==> src/rtl/corelet_ctrl.sv <==
// Sequencer for one corelet (L0 + MAC array + OFIFO) in the weight-stationary flow.
// Every output is a register loaded from a decode of the next state, so each output changes on a clock edge.
//
// state  | meaning
// IDLE   | waiting for start
// LDW    | read col weight words from xmem into L0 (L0 write lags the read by 1)
// KLD    | kernel load from L0 into the array, then KGAP settle cycles
// LDX    | read num_x activation vectors from xmem into L0
// EXE    | stream activations through the array
// DRN    | wait for the first OFIFO row
// RD     | pop OFIFO rows and write them to pmem one cycle later
// DONE   | one-cycle completion pulse
module corelet_ctrl #(
    parameter int row    = 8,
    parameter int col    = 8,
    parameter int ADDR_W = 11,
    parameter int W_BASE = 1024,
    parameter int KGAP   = 8,
    parameter int CNT_W  = 8
) (
    input  logic              clk,
    input  logic              reset,
    input  logic              start,
    input  logic [CNT_W-1:0]  num_kij,
    input  logic [CNT_W-1:0]  num_x,
    input  logic              ofifo_valid,
    output logic [33:0]       inst,
    output logic              xw_mode,
    output logic              sfp_reset,
    output logic              xmem_cen,
    output logic [ADDR_W-1:0] xmem_addr,
    output logic              pmem_wen,
    output logic [ADDR_W-1:0] pmem_addr,
    output logic              busy,
    output logic              done
);

    typedef enum logic [2:0] {
        S_IDLE, S_LDW, S_KLD, S_LDX, S_EXE, S_DRN, S_RD, S_DONE
    } state_t;

    // The phase counter only has to span the longest fixed phase or a full L0 of activations.
    localparam int SEQ_MAX = (col + KGAP > row + 1) ? (col + KGAP) : (row + 1);
    localparam int CW      = $clog2(SEQ_MAX + 1);

    state_t             state_q, state_d;
    logic [CW-1:0]      cnt_q, cnt_d;
    logic [CNT_W-1:0]   kij_q, kij_d;
    logic [CNT_W-1:0]   nk_q, nk_d;
    logic [CNT_W-1:0]   nx_q, nx_d;
    logic [CNT_W-1:0]   rd_cnt_q, rd_cnt_d;
    logic [CNT_W-1:0]   wr_cnt_q, wr_cnt_d;
    logic               rd_now_q, rd_now_d;
    logic               wr_now_q, wr_now_d;
    logic [ADDR_W-1:0]  wbase_q, wbase_d;
    logic [ADDR_W-1:0]  pptr_q, pptr_d;

    logic [33:0]        inst_d;
    logic               xw_mode_d;
    logic               xmem_cen_d;
    logic [ADDR_W-1:0]  xmem_addr_d;
    logic               pmem_wen_d;
    logic [ADDR_W-1:0]  pmem_addr_d;
    logic               busy_d;
    logic               done_d;
    logic               last_wr;
    logic               more_kij;

    assign last_wr  = wr_now_q && ((wr_cnt_q + CNT_W'(1)) == nx_q);
    assign more_kij = ({1'b0, kij_q} + (CNT_W+1)'(1)) < {1'b0, nk_q};

    always_comb begin
        state_d  = state_q;
        cnt_d    = cnt_q;
        kij_d    = kij_q;
        nk_d     = nk_q;
        nx_d     = nx_q;
        rd_cnt_d = rd_cnt_q;
        wr_cnt_d = wr_cnt_q + CNT_W'(wr_now_q);
        rd_now_d = 1'b0;
        wr_now_d = rd_now_q;
        wbase_d  = wbase_q;
        pptr_d   = pptr_q + ADDR_W'(wr_now_q);

        case (state_q)
            S_IDLE: begin
                if (start) begin
                    nk_d    = num_kij;
                    nx_d    = num_x;
                    kij_d   = '0;
                    cnt_d   = '0;
                    wbase_d = ADDR_W'(W_BASE);
                    pptr_d  = '0;
                    if (num_kij == '0 || num_x == '0) begin
                        state_d = S_DONE;
                    end else begin
                        state_d = S_LDW;
                    end
                end
            end
            S_LDW: begin
                if (int'(cnt_q) == col) begin
                    state_d = S_KLD;
                    cnt_d   = '0;
                end else begin
                    cnt_d = cnt_q + CW'(1);
                end
            end
            S_KLD: begin
                if (int'(cnt_q) == col + KGAP - 1) begin
                    state_d = S_LDX;
                    cnt_d   = '0;
                end else begin
                    cnt_d = cnt_q + CW'(1);
                end
            end
            S_LDX: begin
                if (int'(cnt_q) == int'(nx_q)) begin
                    state_d = S_EXE;
                    cnt_d   = '0;
                end else begin
                    cnt_d = cnt_q + CW'(1);
                end
            end
            S_EXE: begin
                if (int'(cnt_q) == int'(nx_q) - 1) begin
                    state_d  = S_DRN;
                    cnt_d    = '0;
                    rd_cnt_d = '0;
                    wr_cnt_d = '0;
                end else begin
                    cnt_d = cnt_q + CW'(1);
                end
            end
            S_DRN: begin
                if (ofifo_valid) begin
                    state_d  = S_RD;
                    rd_now_d = 1'b1;
                    rd_cnt_d = CNT_W'(1);
                end
            end
            S_RD: begin
                if (ofifo_valid && (rd_cnt_q < nx_q)) begin
                    rd_now_d = 1'b1;
                    rd_cnt_d = rd_cnt_q + CNT_W'(1);
                end
                if (last_wr) begin
                    if (more_kij) begin
                        state_d = S_LDW;
                        kij_d   = kij_q + CNT_W'(1);
                        cnt_d   = '0;
                        wbase_d = wbase_q + ADDR_W'(col);
                    end else begin
                        state_d = S_DONE;
                    end
                end
            end
            S_DONE: state_d = S_IDLE;
            default: state_d = S_IDLE;
        endcase
    end

    // Output decode looks at the next-cycle state so the registered outputs line up with it.
    always_comb begin
        inst_d      = '0;
        xw_mode_d   = 1'b0;
        xmem_cen_d  = 1'b1;
        xmem_addr_d = '0;
        pmem_wen_d  = 1'b1;
        pmem_addr_d = '0;
        case (state_d)
            S_LDW: begin
                xw_mode_d = 1'b1;
                if (int'(cnt_d) < col) begin
                    xmem_cen_d  = 1'b0;
                    xmem_addr_d = wbase_d + ADDR_W'(cnt_d);
                end
                if (cnt_d != '0) inst_d[2] = 1'b1;
            end
            S_KLD: begin
                xw_mode_d = 1'b1;
                if (int'(cnt_d) < col) begin
                    inst_d[3] = 1'b1;
                    inst_d[0] = 1'b1;
                end
            end
            S_LDX: begin
                if (int'(cnt_d) < int'(nx_d)) begin
                    xmem_cen_d  = 1'b0;
                    xmem_addr_d = ADDR_W'(cnt_d);
                end
                if (cnt_d != '0) inst_d[2] = 1'b1;
            end
            S_EXE: begin
                inst_d[3] = 1'b1;
                inst_d[1] = 1'b1;
            end
            S_RD: begin
                inst_d[6] = rd_now_d;
                if (wr_now_d) begin
                    pmem_wen_d  = 1'b0;
                    pmem_addr_d = pptr_d;
                end
            end
            default: ;
        endcase
        busy_d = (state_d != S_IDLE);
        done_d = (state_d == S_DONE);
    end

    always_ff @(posedge clk or negedge reset) begin
        if (!reset) begin
            state_q   <= S_IDLE;
            cnt_q     <= '0;
            kij_q     <= '0;
            nk_q      <= '0;
            nx_q      <= '0;
            rd_cnt_q  <= '0;
            wr_cnt_q  <= '0;
            rd_now_q  <= 1'b0;
            wr_now_q  <= 1'b0;
            wbase_q   <= '0;
            pptr_q    <= '0;
            inst      <= '0;
            xw_mode   <= 1'b0;
            sfp_reset <= 1'b1;
            xmem_cen  <= 1'b1;
            xmem_addr <= '0;
            pmem_wen  <= 1'b1;
            pmem_addr <= '0;
            busy      <= 1'b0;
            done      <= 1'b0;
        end else begin
            state_q   <= state_d;
            cnt_q     <= cnt_d;
            kij_q     <= kij_d;
            nk_q      <= nk_d;
            nx_q      <= nx_d;
            rd_cnt_q  <= rd_cnt_d;
            wr_cnt_q  <= wr_cnt_d;
            rd_now_q  <= rd_now_d;
            wr_now_q  <= wr_now_d;
            wbase_q   <= wbase_d;
            pptr_q    <= pptr_d;
            inst      <= inst_d;
            xw_mode   <= xw_mode_d;
            sfp_reset <= !busy_d;
            xmem_cen  <= xmem_cen_d;
            xmem_addr <= xmem_addr_d;
            pmem_wen  <= pmem_wen_d;
            pmem_addr <= pmem_addr_d;
            busy      <= busy_d;
            done      <= done_d;
        end
    end

endmodule

==> config.mk <==
export PLATFORM = sky130hd
export DESIGN_NAME = corelet_ctrl
export DESIGN_NICKNAME = d
export VERILOG_FILES = /design/src/rtl/corelet_ctrl.sv
export SDC_FILE = /design/constraint.sdc
export NUM_CORES = 1
export LEC_CHECK = 0
export ABC_AREA = 0
export CORE_MARGIN = 2
export CORE_UTILIZATION = 50
export CTS_BUF_LIST = sky130_fd_sc_hd__clkbuf_8
export CTS_CLUSTER_SIZE = 14
export DETAILED_ROUTE_END_ITERATION = 10
export GPL_TIMING_DRIVEN = 0
export PLACE_DENSITY_LB_ADDON = 0.2
export RECOVER_POWER = 100
export SLEW_MARGIN = 20
export SYNTH_ARGS = -nofsm -noshare
export SYNTH_HDL_FRONTEND = slang
export SYNTH_SLANG_ARGS = --single-unit
export TNS_END_PERCENT = 30
==> constraint.sdc <==
create_clock -name clk -period 12.4 [get_ports clk]
set_input_delay 2.48 -clock clk [delete_from_list [all_inputs] [get_ports clk]]
set_output_delay 2.48 -clock clk [all_outputs]
set_load 0.02 [all_outputs]
After elaboration in Yosys (flattened, before gate mapping)
Cells that the tools add are included.

Bits in registers: 105. ROM bits: 0. Output and inout port bits: 62. RAM bits: 0. Memories: 0. Latch bits: 0.

$lt $le $gt $ge: 4. Divide/modulo/power cells: 0. Shift-type cells: 0. Equal/unequal tests: 24. $add $sub $neg: 10. Reductions and logical operators: 16. Bitwise logic cells: 0. $mul: 0. Multiplexer cells: 57.

Operators with widths (count): $mux 11 (8); $mux 8 (10); $pmux 11 s2 (2); $mux 5 (8); $pmux 5 s6 (1); $mux 3 (9); $add 8x1->8 const B (3); $pmux 3 s8 (1); $pmux 8 s3 (1); $eq 3x3->1 const B (7); $logic_not 8->1 (2); $pmux 8 s2 (1); $mux 1 (13); $eq 3x2->1 const B (4); $ne 2x2->1 const B (6); $add 11x1->11 (1); $add 11x4->11 const B (1); $add 11x5->11 (1); $eq 5x5->1 const B (2); $add 8x1->9 const B (1); $eq 6x9->1 (1); $lt 9x8->1 (1); $sub 8x1->9 const B (1); $add 8x1->8 (1); 18 further kinds (25).

Longest topological paths before layout
Depth after elaboration: 8. Mapped depth: 23. Mapped depth without buffers: 21.

Worst setup path before layout
No wires, ideal clock.

Kind: in2reg. Start point: input port start. End point: register xmem_addr[4]. Cell stages on the path: 12. Slack: 7.647 ns. Buffers on the path: 2. Data arrival time: 4.652 ns. Path through: and3_1 -> clkbuf_1 -> buf_1 -> mux2i_1 -> ha_1 -> o21a_1 -> o21ai_0 -> nand2b_1 -> a21oi_1 -> nor4_1 -> o21a_2 -> o32ai_1.

Longest elaborated chain between the ends: 5.

RTL lines: start, declared (RTL line 23) `input logic start,`; $mux 5 (tied with other cells) (RTL line 87) `if (start) begin`; $pmux 5 s6 (tied with other cells) (RTL line 85) `case (state_q)`; $add 11x5->11 (tied with other cells) (RTL line 176) `xmem_addr_d = wbase_d + ADDR_W'(cnt_d);`; $mux 11 / $mux 5 (equally long branches) (RTL line 174, 188); $pmux 11 s2 (*) (RTL line 171) `case (state_d)`; net xmem_addr_d[4] (RTL line 61) `logic [ADDR_W-1:0] xmem_addr_d;`; end signal, assigned (RTL line 249) `xmem_addr <= xmem_addr_d;`; end, declared (RTL line 31) `output logic [ADDR_W-1:0] xmem_addr,`.

The timed path passes the listed nets; every way through them passes the cells marked *. A chain may end at the register's enable or synchronous reset.

==> qor.yml <==
yosys:
  ys_seq_elements: 105
  syn-instance-count: 659
  synth_top_area_cell: "dfrtp_1"
  netlist_area_mm2: 0.006221
  synthDistinctLibCells: 76
  syn_area_per_cell_um2: 9.440
  synth_edf_count: 0
  synth_top_area_share_pct: 41.03
  synthArstFlopShare_pct: 100.0
  yosys_warnings: 0
  seq_area_frac_synth_pct: 42.30
  ys.flop_type: "dfrtp_1"
  synth_area_leaders: "dfrtp_1 (41%), ha_1 (7.2%), nand2_1 (4.0%)"
timing:
  worstMarginPinSlew_ns: 3.698
  rsz0062_at_grt: "no"
  report.final.setup_viol: 0
  hold_violations: 0
  fin_skew_ns: 0.01480
  fin_ws_ns: 5.534
  slew_viol_final: 118
  finalCritPeriodShare_pct: 55.37
  setup_tns_ns: 0
  clock.fmax_ghz: 0.1456
  post-route-min-period_ns: 6.866
  relSlewSlack_pct: -146.5
setup_path:
  cp_top_family: "buffers and inverters"
  ff2ff_path_depth: 23
  crit_end: "pmem_addr[3]"
  critPathArrivalTime_ns: 6.54
  reg2reg_to: "xmem_addr[10]"
  critPathBufInv: 2
  endpoint_kind: "async pin"
  worstSetupPathType: "in2async"
  crit_start: "reset"
  worstPathCellList: "clkbuf_1, clkbuf_1"
  critPathRequiredTime_ns: 12.07
  cp_common_cell: "clkbuf_1"
  crit_path_start_kind: "input pin"
  regToRegSetupSlack_ns: 6.98
  path_depth: 2
  cp_slowest_stage_delay_ns: 2.68
  path_max_fanout: 72
  crit_slowest_cell: "clkbuf_1"
  r2r-start: "kij_q[0]"
finish:
  area_delta_synth_final_pct: 15.89
  multi_input_area_mm2: 0.003115
  fillers: 1045
  layout_common_cells: "dfrtp_1 (102), nand2_1 (67), nor2_1 (49)"
  mostFrequentLayoutCell: "dfrtp_1"
  seq_area_mm2: 0.002631
  drive_above_1_share_pct: 8.201
  design_area_mm2: 0.007209
  diodes: 0
  fin_util_pct: 59.77
  fin_nets: 808
floorplanning:
  start_util_pct: 51.58
  die_w_um: 115.5
  dieArea_mm2: 0.01335
  io_pins: 82
  die_h_um: 115.5
  row_count: 40
  coreArea_mm2: 0.01206
global_route:
  grt_pass1_wl_mm: 24.09
  track_usage_pct: 23.14
  grt_max_degree: 73
  grt_pass1_vias: 4947
  grt_overflow: 0
  antenna_found_initial: 0
drt:
  top_layer_used: "met4"
  post_drt_via_cell_ratio: 5.394
  dr_wl_met3_um: 699
  routedWlPerCell_um: 15.47
  route.met2.wl_mm: 7.165
  drt-met1-wl_mm: 6.306
  postRouteAntennaNets: 0
  vias: 4984
  drcViolationCount: 0
  routed_wl_mm: 14.30
  drt_iter0_drc: 356
  first_pass_iters: 5
worst_hold_path:
  hold_path.class: "reg2reg"
clock_network:
  cts_tree: "yes"
  cts_resized: 0
  cts_root_buf: "clkbuf_8"
  cts_made_buffers: 9
  h-tree-depth: 3
  clk_pin_slew_worst_paths_ns: 0.10
  cts.sinks: 105
  clk_latency_ns: 0.40
  clockBufferDepth: 2
  cts_setup_buffers: 0
  holdBufCountCts: 0
status:
  failed_checks: "capacitance limit, slew limit"
  status: "finished, violations left"
placed_design:
  dpl_cell_area_mm2: 0.007086
  dp_hpwl_mm: 10.74
  pre_cts_slack_ns: 6.239
  portBuffers: 52
  gp_congestion: 0.9466
power_and_ir_drop:
  power_density_mw_per_mm2: 185.8
  power_w: 0.001340
  ir_drop_uv: 104.2
  p_leak_nw: 3.456
flow_run:
  cap_violations: 3
## power breakdown
part           internal [W]  leakage, nW  switching, W
Combinational      0.000230         2.00      0.000364
Sequential         0.000430         1.33     0.0000666
Clock              0.000119        0.119      0.000130
## final cells by class
class,count,area share (%)
Clock inverter,7,1.510
Buffer,55,4.669
Sequential cell,105,36.50
Timing Repair Buffer,53,7.185
Clock buffer,9,1.718
Tap cell,168,2.916
Multi-Input combinational cell,483,43.21
Inverter,44,2.291
## registers in the layout, summed over array words and instances (netlist names), 3 cells and up
| name | count |
|---|---|
| inst | 5 |
| state_q | 3 |
| wbase_q | 11 |
| xmem_addr | 11 |
| nx_q | 8 |
| nk_q | 8 |
| wr_cnt_q | 8 |
| kij_q | 8 |
| rd_cnt_q | 8 |
| pptr_q | 11 |
| cnt_q | 5 |
| pmem_addr | 11 |
## metrics by stage
stage / hold slack, ns / std cells
final: 0.3936 / 924
after global routing: 0.4106 / 924
after CTS: 0.4001 / 924
after detailed placement: 0.3703 / 908
after global placement: 0.3630 / 907
after floorplan: 0.3533 / 687
## cell families after synthesis
kind of cell	synth area share, %
adder cells (fa/ha/maj)	7.562
XOR/XNOR	6.899
AND/OR/NAND/NOR	19.17
flip-flops	42.30
AO/OA/AOI/OAI	13.94
multiplexers	1.891
other	0.06028
buffers and inverters	8.186
## per-layer routing
layer,global-route usage [%],vias to the layer above
met3,5.492,12
met2,38.79,147
met4,5.462,0
met1,30.55,2402
met5,0,-
li1,-,2423
## cell usage after synthesis, types with 4 or more instances
cell and count:
a21oi_1 13, ha_1 36, a32oi_1 4, o22ai_1 4, nor3b_1 4, clkbuf_1 19
o21ai_1 7, and3_1 13, nand3_1 24, xor2_1 27, xnor2_1 22, dfrtp_1 102
nor4_1 13, inv_1 43, nand4_1 5, or3_1 4, nor2b_1 9, a21o_1 9
nor3_1 23, buf_4 30, nor2_1 49, o211ai_1 4, nand2b_1 5, mux2i_1 7
nand2_1 67, o21ai_0 36
## how the worst min path moves through the flow
stage	cells after the start	slack, ns	endpoint	from
2_1_floorplan	0	0.35	wr_now_q	rd_now_q
6_report	0	0.39	wr_now_q	rd_now_q
5_1_grt	0	0.41	wr_now_q	rd_now_q
4_1_cts	0	0.40	wr_now_q	rd_now_q
3_5_place_dp	0	0.37	wr_now_q	rd_now_q
3_3_place_gp	0	0.36	wr_now_q	rd_now_q
(Power assumes the default switching activity.)
